[src/rtl/mul_sequencer_pkg.sv]
// Shared ALU control codes and multiplier sequencer state encoding.
package mul_sequencer_pkg;

  localparam logic [2:0] ALU_CODE_ADD = 3'b001;
  localparam logic [2:0] ALU_CODE_SUB = 3'b010;
  localparam logic [2:0] ALU_CODE_AND = 3'b011;
  localparam logic [2:0] ALU_CODE_OR  = 3'b100;
  localparam logic [2:0] ALU_CODE_MUL = 3'b110;

  typedef enum logic [1:0] {
    IDLE = 2'b00,
    BUSY = 2'b01,
    DONE = 2'b10
  } mul_state_t;

endpackage

[src/rtl/mul_shift_add_dp.sv]
// Shift-add multiplier datapath: operand registers, accumulator, adder and
// the result register that only updates on the final iteration.
module mul_shift_add_dp
  import mul_sequencer_pkg::*;
#(
  parameter int unsigned DATA_W = 32
) (
  input  logic              clk,
  input  logic              rst_n,
  input  logic              load,
  input  logic              step,
  input  logic              last,
  input  logic [DATA_W-1:0] op_a,
  input  logic [DATA_W-1:0] op_b,
  output logic [DATA_W-1:0] result
);

  logic [DATA_W-1:0] mcand;
  logic [DATA_W-1:0] mplier;
  logic [DATA_W-1:0] acc;
  logic [DATA_W-1:0] acc_next;

  // Conditional add of the shifted multiplicand, wrapping at DATA_W bits.
  always_comb begin
    acc_next = acc;
    if (mplier[0]) begin
      acc_next = acc + mcand;
    end
  end

  // Operand latch on start, one iteration per step, result capture on the
  // last iteration so it is already valid in the DONE cycle.
  always_ff @(posedge clk or negedge rst_n) begin
    if (!rst_n) begin
      mcand  <= '0;
      mplier <= '0;
      acc    <= '0;
      result <= '0;
    end else begin
      if (load) begin
        mcand  <= op_a;
        mplier <= op_b;
        acc    <= '0;
      end else if (step) begin
        acc    <= acc_next;
        mcand  <= mcand << 1;
        mplier <= mplier >> 1;
      end
      if (last) begin
        result <= acc_next;
      end
    end
  end

endmodule

[src/rtl/mul_sequencer.sv]
// Multi-cycle multiply sequencer: FSM, iteration counter and pipeline
// stall/done handshake around the shift-add datapath.
module mul_sequencer
  import mul_sequencer_pkg::*;
#(
  parameter int unsigned DATA_W  = 32,
  parameter logic [2:0]  ALU_MUL = ALU_CODE_MUL
) (
  input  logic              clk_i,
  input  logic              rst_i,
  input  logic              valid_i,
  input  logic [2:0]        ALUCtrl_i,
  input  logic              flush_i,
  input  logic [DATA_W-1:0] data1_i,
  input  logic [DATA_W-1:0] data2_i,
  output logic              stall_o,
  output logic              done_o,
  output logic [DATA_W-1:0] result_o
);

  localparam int unsigned     CNT_W    = (DATA_W > 1) ? $clog2(DATA_W) : 1;
  localparam logic [CNT_W-1:0] CNT_LAST = CNT_W'(DATA_W - 1);

  mul_state_t       state;
  logic [CNT_W-1:0] count;
  logic             done_q;
  logic             start;
  logic             step;
  logic             last;

  // Handshake decode: start only from IDLE, a flush squashes the iteration.
  always_comb begin
    start   = (state == IDLE) && valid_i && (ALUCtrl_i == ALU_MUL) && !flush_i;
    step    = (state == BUSY) && !flush_i;
    last    = step && (count == CNT_LAST);
    // Gated by reset so the stall drops the moment reset asserts.
    stall_o = rst_i && (start || step);
  end

  // Sequencer FSM with the iteration counter and registered done pulse.
  always_ff @(posedge clk_i or negedge rst_i) begin
    if (!rst_i) begin
      state  <= IDLE;
      count  <= '0;
      done_q <= 1'b0;
    end else begin
      done_q <= 1'b0;
      case (state)
        IDLE: begin
          if (start) begin
            state <= BUSY;
            count <= '0;
          end
        end
        BUSY: begin
          if (flush_i) begin
            state <= IDLE;
          end else if (count == CNT_LAST) begin
            state  <= DONE;
            done_q <= 1'b1;
          end else begin
            count <= count + CNT_W'(1);
          end
        end
        DONE: begin
          state <= IDLE;
        end
        default: begin
          state <= IDLE;
        end
      endcase
    end
  end

  assign done_o = done_q;

  mul_shift_add_dp #(
    .DATA_W(DATA_W)
  ) u_dp (
    .clk   (clk_i),
    .rst_n (rst_i),
    .load  (start),
    .step  (step),
    .last  (last),
    .op_a  (data1_i),
    .op_b  (data2_i),
    .result(result_o)
  );

endmodule

[config.mk]
export PLATFORM = sky130hd
export DESIGN_NAME = mul_sequencer
export DESIGN_NICKNAME = d
export VERILOG_FILES = /design/src/rtl/mul_sequencer_pkg.sv /design/src/rtl/mul_shift_add_dp.sv /design/src/rtl/mul_sequencer.sv
export SDC_FILE = /design/constraint.sdc
export NUM_CORES = 1
export LEC_CHECK = 0
export ABC_AREA = 1
export BUFFER_PORTS_ARGS = -buffer_cell sky130_fd_sc_hd__buf_2
export CAP_MARGIN = 20
export CORE_MARGIN = 4
export CORE_UTILIZATION = 35
export DETAILED_ROUTE_END_ITERATION = 6
export PLACE_DENSITY = 0.56
export SLEW_MARGIN = 20
export SYNTH_ARGS = -nofsm -noshare
export SYNTH_HDL_FRONTEND = slang
export SYNTH_SLANG_ARGS = --single-unit
export TNS_END_PERCENT = 5
[constraint.sdc]
create_clock -name clk_i -period 4.13 [get_ports clk_i]
set_clock_uncertainty 0.2 [all_clocks]
set_input_delay 0.6195 -clock clk_i [delete_from_list [all_inputs] [get_ports clk_i]]
set_output_delay 0.6195 -clock clk_i [all_outputs]
set_load 0.005 [all_outputs]
==> flow_summary.yaml, run 1 <==
layout:
  final_common_cell: "nand2_1"
  areaGrowthSynthToFinish_pct: 16.3
  register_area_um2: 3400
  num-nets-final: 1358
  drive_gt1_frac: 0.156
  instances_no_fill: 1585
  antenna_cells: 0
  post-route-util: 0.415
  multiInputGateArea_um2: 4020
  final_cell_mix: "430 x nand2_1, 183 x inv_1, 136 x dfrtp_1"
  fillers: 2500
drt:
  wl_per_cell_um: 14.8
  vias: 7605
  drt_iter0_markers: 421
  via_per_inst: 4.80
  drtAntennaViolNets: 0
  first_pass_iters: 5
  wl_um: 23400
  drc: 0
cts:
  cts_sinks: 136
  clk_path_buf_depth: 2
  root_buffer: "clkbuf_16"
  ctsHoldBuffers: 1
  clk_pin_slew_ns: 0.06
  cts_tree: "done"
  cts_buffers: 17
  post_cts_buffers: 0
  ctsHtreeMaxLevel: 4
  cts_resized: 0
  clk_latency_ns: 0.43
grt:
  grt-ovfl-total: 0
  grt_pass1_wl_um: 38700
  grt_util_all_layers: 0.183
  grt_pass1_vias: 7547
  grt_max_degree: 105
  antenna_found_initial: 0
worst_setup_path:
  path_cells: "nor4_2, nand2_2, nand2_2, inv_2, nor2_1, buf_2"
  criticalPathCategory: "register to primary output"
  setup.worst_path.start_class: "register"
  critical_path.max_stage_delay_ns: 0.38
  cp_common_cell: "nand2_2"
  endpoint_kind: "primary output"
  required_ns: 3.31
  crit_slowest_cell: "dfrtp_1"
  cp.arrival_ns: 1.94
  cp_max_fo: 38
yosys:
  synth_edf_count: 0
  synth-main-ff-cell: "dfrtp_1"
  synth_nets: 1266
  synth_cell_type_count: 36
  synth_area_leaders: "dfrtp_1 41%, nand2_1 19%, inv_1 8.2%, nand3_1 5.9%, ha_1 4.9%"
  synth_cells: 1161
  synth.top_cell.area_share: 0.407
  synthArstFlopShare: 1.00
  yosysSeqAreaShare: 0.407
  yosys_warnings: 0
  syn_avg_cell_area_um2: 7.21
  ys_ff_latch: 136
  syn_area_um2: 8370
  yosysTopAreaCell: "dfrtp_1"
power_and_ir_drop:
  pwr_density_cell_nw_per_um2: 585
  combPwrFrac: 0.402
  p_int_w: 0.00337
  switching_share: 0.408
  p_switching_w: 0.00232
  irDropWorstVdd_uv: 287
  pwr-share-clk: 0.268
  p_seq_frac: 0.330
  p_leak_nw: 5.37
sta:
  period_share: 0.668
  relSlewSlack: 0.469
  layout_setup_ws_ns: 1.37
  drv_slew: 0
  max_freq_mhz: 363
  setup_viol: 0
  rsz0062_at_grt: "no"
  worstMarginPinSlew_ns: 0.796
  period_minus_slack_ns: 2.76
  hold_viol: 0
  tns_ns: 0
placed_design:
  portBuffers: 104
  place_inst: 1552
  gp_congestion: 0.924
  hpwl_um: 17000
  dp_slack_ns: 1.39
floorplanning:
  dieArea_um2: 26500
  ioPinCount: 105
  fp.dieH_um: 163
  die_width_um: 163
  initial_core_util: 0.357
  core_area_um2: 23500
  rows: 56
min_path:
  holdCritPathClass: "input port to register"
status:
  status: "finished, final reports clean"
run:
  cap_violations: 0
[metal layers]
metal  share of wire  up-vias  wire [um]  global-route usage
li1                -     3859          -                   -
met2            0.46      166      10700               0.290
met5               0        -          0                   0
met3           0.039       27        908              0.0339
met1            0.49     3553      11500               0.258
met4           0.014        0        322              0.0480
[stage by stage]
| step | hold slack, ns | total power (W) | area, um^2 |
|---|---|---|---|
| after floorplan | 0.124 | 0.00358 | 8370 |
| after global placement | 0.260 | 0.00414 | 9140 |
| after detailed placement | 0.263 | 0.00417 | 9140 |
| after CTS | 0.187 | 0.00572 | 9740 |
| after global routing | 0.206 | 0.00614 | 9740 |
| final | 0.200 | 0.00569 | 9740 |
[sequential cells by signal, summed over array words and instances (netlist names)]
register	cells
u_dp.acc	32
done_o	1
count	5
u_dp.mplier	32
u_dp.result	32
state	2
u_dp.mcand	32
[final cells by class]
type / count / area share
multi-input combinational: 795 / 0.413
sequential: 136 / 0.350
inverter: 189 / 0.0729
timing repair buffer: 114 / 0.0634
clock buffer: 20 / 0.0479
tap: 319 / 0.0410
clock inverter: 12 / 0.0120
[worst paths after layout]
kind | depth (start not counted) | slack (ns) | startpoint | to
min | 3 | 0.20 | data2_i[28] | u_dp.mplier[28]$_DFFE_PN0N_
max | 6 | 1.37 | state[0]$_DFFE_PN0P_ | stall_o
max in group asynchronous | 3 | 2.32 | rst_i | u_dp.acc[10]$_DFFE_PN0N_
max reg2reg | 12 | 1.59 | u_dp.acc[0]$_DFFE_PN0N_ | u_dp.acc[20]$_DFFE_PN0N_
min reg2reg | 2 | 0.27 | u_dp.result[27]$_DFFE_PN0P_ | u_dp.result[27]$_DFFE_PN0P_
min in group asynchronous | 2 | 0.47 | rst_i | u_dp.acc[11]$_DFFE_PN0N_
[power groups by stage]
stage | combinational (W) | clock [W] | sequential (W)
after detailed placement | 0.00227 | 0 | 0.00189
final | 0.00229 | 0.00153 | 0.00188
after global routing | 0.00262 | 0.00161 | 0.00192
after CTS | 0.00229 | 0.00155 | 0.00188
after floorplan | 0.00176 | 0 | 0.00181
after global placement | 0.00225 | 0 | 0.00189
[synth_stat cells (2+ instances only)]
cell type and instances:
o21ai_1 10, or2_2 15, o22ai_1 7, ha_1 33, buf_2 12, buf_4 11
o221ai_1 38, nor2_1 46, a22o_1 2, xnor2_1 9, nand3_2 11, nand2_1 430
nor3_1 6, a21oi_1 20, buf_1 2, inv_2 5, nand4_1 3, nand2_2 15
inv_1 183, nand3_1 99, a31oi_1 3, o211ai_1 10, o21ai_0 20, nor2_2 3
dfrtp_1 136, xor2_1 6, buf_6 4, clkbuf_1 12, o21bai_1 3
[logic make-up after synthesis]
group | Yosys count | synth area share
flops | 136 | 0.407
xor+xnor | 15 | 0.0157
buf+inv | 230 | 0.113
fa+ha+maj | 34 | 0.0517
simple gates | 632 | 0.321
compound gates | 114 | 0.0918
[critical path: cells and delay by family, from the launching register on]
| family | cells | cell delay, ns |
|---|---|---|
| buffers and inverters | 2 | 0.43 |
| and+or+nand+nor | 4 | 0.70 |
| DFF | 1 | 0.38 |
Note: power is estimated with default switching activity, not from simulation.
==> run 2, diff against run 1 <==
--- a/config.mk
+++ b/config.mk
@@ -5,7 +5,7 @@
 export SDC_FILE = /design/constraint.sdc
 export NUM_CORES = 1
 export LEC_CHECK = 0
-export ABC_AREA = 1
+export ABC_AREA = 0
 export BUFFER_PORTS_ARGS = -buffer_cell sky130_fd_sc_hd__buf_2
 export CAP_MARGIN = 20
 export CORE_MARGIN = 4
==> constraint.sdc (replaced) <==
create_clock -name clk_i -period 2.54 [get_ports clk_i]
set_clock_uncertainty 0.2 [all_clocks]
set_input_delay 0.381 -clock clk_i [delete_from_list [all_inputs] [get_ports clk_i]]
set_output_delay 0.381 -clock clk_i [all_outputs]
set_load 0.005 [all_outputs]
==> run 2 against run 1 <==
Effect of this change:
- the run now ends with negative setup slack left
- worst setup slack lost 1.7 ns
- final cell count shrank 15%
- sequential power grew 52%
- register-to-register slack lost 1.9 ns
- non-clock buffer count grew 180
- core utilization grew 9.4 points
- power grew 39%
- count of clock-buffer cells in the layout grew 1
- combinational power grew 4%
- largest cell class unchanged
==> flow_summary.yaml, run 2 <==
cts:
  root_buffer: "clkbuf_16"
  cts_buffers: 17
  ctsHtreeMaxLevel: 4
  clk_latency_ns: 0.43
  clk_pin_slew_ns: 0.06
  clk_path_buf_depth: 2
  cts_tree: "done"
  cts_sinks: 136
power_and_ir_drop:
  combPwrFrac: 0.300
  p_total_w: 0.00793
  p_seq_frac: 0.360
  irDropWorstVdd_uv: 352
  p_leak_nw: 5.30
  p_switching_w: 0.00247
  pwr_density_cell_nw_per_um2: 758
  p_int_w: 0.00546
  switching_share: 0.311
  pwr-share-clk: 0.341
floorplanning:
  ioPinCount: 105
  fp.dieH_um: 154
  rows: 52
  core_area_um2: 20600
  die_width_um: 154
  dieArea_um2: 23600
  initial_core_util: 0.361
grt:
  grt_pass1_wl_um: 34900
  grt_pass1_vias: 6718
  grt_max_degree: 86
  grt_util_all_layers: 0.181
  antenna_found_initial: 0
  grt-ovfl-total: 0
placed_design:
  portBuffers: 104
  gp_congestion: 0.864
  hpwl_um: 14700
drt:
  wl_per_cell_um: 15.8
  drtAntennaViolNets: 0
  first_pass_iters: 5
  vias: 6742
  via_per_inst: 5.02
  wl_um: 21200
  drt_iter0_markers: 353
  drc: 0
layout:
  final_cell_mix: "177 x nand2_1, 135 x dfrtp_1, 124 x buf_4"
  post-route-util: 0.509
  areaGrowthSynthToFinish_pct: 41.1
  antenna_cells: 0
  drive_gt1_frac: 0.278
  final_common_cell: "nand2_1"
  num-nets-final: 1167
sta:
  rsz0062_at_grt: "yes"
  period_minus_slack_ns: 2.86
  drv_slew: 0
  worstMarginPinSlew_ns: 0.669
  hold_ws_ns: 0.0188
  setup_viol: 34
  max_freq_mhz: 349
  period_share: 1.13
  relSlewSlack: 0.554
  layout_setup_ws_ns: -0.324
  hold_viol: 0
worst_setup_path:
  setup.worst_path.start_class: "register"
  cp_max_fo: 3
  rr_startpoint: "u_dp.acc[0]$_DFFE_PN0N_"
  cp.arrival_ns: 2.96
  endpoint_kind: "register"
  required_ns: 2.63
  criticalPathCategory: "register to register"
  critPathLaunch: "u_dp.acc[0]$_DFFE_PN0N_"
yosys:
  ys_ff_latch: 136
  synth_nets: 898
  synth_edf_count: 0
  synth.top_cell.area_share: 0.459
  yosys_warnings: 0
  yosysMostFrequentCell: "nand2_1"
  syn_avg_cell_area_um2: 9.35
  synthArstFlopShare: 1.00
  synth_cell_type_count: 65
  syn_area_um2: 7410
  synth_area_leaders: "dfrtp_1 46%, nand2_1 9.0%, a22oi_1 6.1%, ha_1 5.6%, o21ai_0 3.2%"
  synth_cells: 793
  yosysTopAreaCell: "dfrtp_1"
  synthTopCellsByCount: "178 x nand2_1, 136 x dfrtp_1, 60 x a22oi_1, 48 x o21ai_0, 40 x nor2_1"
  synth-main-ff-cell: "dfrtp_1"
  yosysSeqAreaShare: 0.459
run:
  cap_violations: 0
min_path:
  holdCritPathClass: "input port to register"
  min_from: "data1_i[10]"
status:
  violations: "negative setup slack"
  status: "complete, but fails checks"
[run 2: cell count changes in the layout (fill, tap and decap cells not counted), moves of 38 or more]
cell,change
a22oi_1,+60
buf_4,+116
dlygate4sd3_1,+63
inv_1,-176
nand2_1,-253
nand3_1,-81
o221ai_1,-38
[run 2: logic make-up after synthesis]
logic type | Yosys count | synth area share
XOR/XNOR | 28 | 0.0331
AND/OR/NAND/NOR | 290 | 0.172
buffers and inverters | 52 | 0.0319
flip-flops | 136 | 0.459
AO/OA/AOI/OAI | 230 | 0.214
multiplexers | 23 | 0.0312
adder cells (fa/ha/maj) | 34 | 0.0584
[run 2: layer usage]
metal	global-route usage	share of wire	vias up	wire length, um
li1	-	-	3401	-
met1	0.253	0.49	3202	10300
met2	0.290	0.47	108	9930
met3	0.0259	0.026	31	547
met4	0.0593	0.018	0	386
met5	0	0	-	0
[run 2: layout make-up]
class                      count  area (um^2)
clock buffer                  21          470
clock inverter                10          168
fill                        1949        10100
inverter                       8         30.0
multi-input combinational    605         3910
sequential                   136         3400
tap                          270          338
timing repair buffer         294         2140
[run 2: metrics by stage]
step | setup TNS, ns | area [um^2] | setup slack, ns | instances
after floorplan | -2.63 | 7420 | -0.289 | 793
after detailed placement | -9.30 | 9060 | -0.405 | 1249
after CTS | -6.80 | 10400 | -0.395 | 1344
after global routing | -11.28 | 10500 | -0.459 | 1344
after global placement | -7.98 | 9060 | -0.346 | 1249
final | -6.70 | 10500 | -0.324 | 1344
[run 2: worst max-delay path: stages (launching register included)]
cell and delay (ns):
dfrtp_1 0.39, ha_2 0.21, fa_2 0.34, a21o_1 0.18, a221o_1 0.32, a21o_1 0.22
a21oi_4 0.20, o21ai_2 0.10, a221oi_2 0.27, xor2_1 0.22, o21ai_1 0.09
[run 2: final timing paths]
kind / slack, ns / endpoint / cells past startpoint
min reg2reg: 0.27 / u_dp.mplier[9]$_DFFE_PN0N_ / 2
max in group asynchronous: 1.17 / u_dp.mcand[2]$_DFFE_PN0N_ / 3
max: -0.32 / u_dp.acc[28]$_DFFE_PN0N_ / 10
min in group asynchronous: 0.40 / u_dp.mcand[29]$_DFFE_PN0N_ / 3
max reg2reg: -0.32 / u_dp.acc[28]$_DFFE_PN0N_ / 10
min: 0.02 / u_dp.mcand[10]$_DFFE_PN0N_ / 3
[run 2: power groups by stage]
stage	clock, W	combinational (W)	sequential [W]
5_1_grt	0.00285	0.00265	0.00290
2_1_floorplan	0	0.00136	0.00278
3_5_place_dp	0	0.00224	0.00287
3_3_place_gp	0	0.00222	0.00287
4_1_cts	0.00275	0.00236	0.00285
6_report	0.00270	0.00238	0.00285
[run 2: timing repair]
action                                  CTS  global route
resized for setup                        14            15
gates cloned                              0             0
hold buffers                             64             0
endpoints found under the hold margin   199             0
buffers inserted                          0             0
endpoints found under the setup margin   35            45
pin swaps                                13             6
==> run 3, diff against run 2 <==
--- a/config.mk
+++ b/config.mk
@@ -12,6 +12,7 @@
 export CORE_UTILIZATION = 35
 export DETAILED_ROUTE_END_ITERATION = 6
 export PLACE_DENSITY = 0.56
+export SKIP_CTS_REPAIR_TIMING = 1
 export SLEW_MARGIN = 20
 export SYNTH_ARGS = -nofsm -noshare
 export SYNTH_HDL_FRONTEND = slang
==> run 3 against run 2 <==
Effect of this change:
- the flow finishes with violations (negative hold slack, negative setup slack)
- worst hold slack got worse by 0.047 ns
- first-iteration DRC count decreased by 4.8%
- register-to-register slack worse by 0.14 ns
- via count down 0.44%
- clock power about the same
- critical endpoint unchanged
- largest power group unchanged
- highest routed layer unchanged
==> flow_summary.yaml, run 3 (synthesis gave the netlist of run 2 again) <==
status:
  status: "complete, but fails checks"
  violations: "negative hold slack, negative setup slack"
drt:
  wl_per_cell_um: 16.0
  drc: 0
  via_per_inst: 5.05
  wl_um: 21200
  drtAntennaViolNets: 0
  first_pass_iters: 4
  vias: 6712
  drt_iter0_markers: 336
sta:
  period_share: 1.18
  setup_viol: 32
  layout_setup_ws_ns: -0.459
  max_freq_mhz: 333
  relSlewSlack: 0.555
  hold_viol: 16
  period_minus_slack_ns: 3.00
  worstMarginPinSlew_ns: 0.667
  hold_ws_ns: -0.0279
  drv_slew: 0
  tns_ns: -6.95
  rsz0062_at_grt: "yes"
layout:
  antenna_cells: 0
  final_common_cell: "nand2_1"
  postLayoutCellArea_um2: 10400
  num-nets-final: 1152
  fillers: 1965
  final_cell_mix: "176 x nand2_1, 135 x dfrtp_1, 126 x buf_4"
  areaGrowthSynthToFinish_pct: 40.1
  drive_gt1_frac: 0.295
min_path:
  holdCritPathClass: "input port to register"
placed_design:
  post_dp_cell_area_um2: 9060
  hpwl_um: 14700
  portBuffers: 104
  gp_congestion: 0.864
grt:
  antenna_found_initial: 0
  grt_pass1_wl_um: 33500
  grt_util_all_layers: 0.174
  grt_pass1_vias: 6428
  grt-ovfl-total: 0
  grt_max_degree: 86
floorplanning:
  core_area_um2: 20600
  rows: 52
  dieArea_um2: 23600
  ioPinCount: 105
  initial_core_util: 0.361
  fp.dieH_um: 154
  die_width_um: 154
worst_setup_path:
  criticalPathCategory: "register to register"
  cp_max_fo: 3
  endpoint_kind: "register"
  setup.worst_path.start_class: "register"
  cp.arrival_ns: 3.09
  required_ns: 2.64
run:
  cap_violations: 0
cts:
  cts_sinks: 136
  clk_latency_ns: 0.43
  clk_path_buf_depth: 2
  root_buffer: "clkbuf_16"
  cts_buffers: 17
  cts_tree: "done"
  clk_pin_slew_ns: 0.06
  ctsHtreeMaxLevel: 4
power_and_ir_drop:
  pwr_density_cell_nw_per_um2: 767
  p_leak_nw: 5.24
  irDropWorstVdd_uv: 371
run 3: cell types whose count changed in the layout (fill, tap and decap cells not counted), sizes merged:
cell | before | now
dlygate4sd3 | 64 | 47
buf | 230 | 232
run 3: area by class of cell:
cell class	instances	area, um^2	area share
Sequential cell	136	3400	0.328
Timing Repair Buffer	279	1980	0.191
Clock inverter	10	168	0.0161
Multi-Input combinational cell	605	3990	0.384
Clock buffer	21	470	0.0453
Inverter	8	30.0	0.00289
Tap cell	270	338	0.0325
run 3: stage by stage:
stage / util / worst slack, ns / hold WS, ns / std cells / total power, W
after global placement: 0.441 / -0.346 / 0.258 / 1249 / 0.00509
after floorplan: - / -0.289 / -0.115 / 793 / 0.00414
final: 0.505 / -0.459 / -0.0279 / 1329 / 0.00797
after global routing: 0.505 / -0.541 / 0.000522 / 1329 / 0.00845
after detailed placement: 0.441 / -0.405 / 0.263 / 1249 / 0.00512
after CTS: 0.472 / -0.398 / -0.137 / 1280 / 0.00785
run 3: path summary, 6_finish.rpt:
check | cells after the start | startpoint | slack (ns) | endpoint
max | 11 | u_dp.acc[0]$_DFFE_PN0N_ | -0.46 | u_dp.acc[28]$_DFFE_PN0N_
min reg2reg | 2 | u_dp.mplier[9]$_DFFE_PN0N_ | 0.27 | u_dp.mplier[9]$_DFFE_PN0N_
min | 3 | data1_i[3] | -0.03 | u_dp.mcand[3]$_DFFE_PN0N_
min in group asynchronous | 3 | rst_i | 0.37 | u_dp.result[31]$_DFFE_PN0P_
max in group asynchronous | 3 | rst_i | 1.18 | u_dp.mcand[0]$_DFFE_PN0N_
max reg2reg | 11 | u_dp.acc[0]$_DFFE_PN0N_ | -0.46 | u_dp.acc[28]$_DFFE_PN0N_
run 3: metal layers:
metal / up-vias / global-route usage / routed length (um)
li1: 3370 / - / -
met1: 3214 / 0.248 / 10400
met2: 108 / 0.273 / 9870
met3: 20 / 0.0264 / 672
met4: 0 / 0.0551 / 296
met5: - / 0 / 0
run 3: worst max-delay path, stage by stage (launching register included):
cell and delay (ns):
dfrtp_1 0.39, ha_2 0.21, fa_2 0.34, a21o_1 0.18, a221o_1 0.32, a21o_1 0.22, a21oi_4 0.22, buf_4 0.14
o21ai_2 0.07, a221oi_2 0.27, xor2_1 0.22, o21ai_1 0.10
run 3: power breakdown:
| part | internal, W | switching [W] |
|---|---|---|
| Clock | 0.00172 | 0.000969 |
| Combinational | 0.00122 | 0.00120 |
| Sequential | 0.00254 | 0.000320 |
| Total | 0.00548 | 0.00249 |
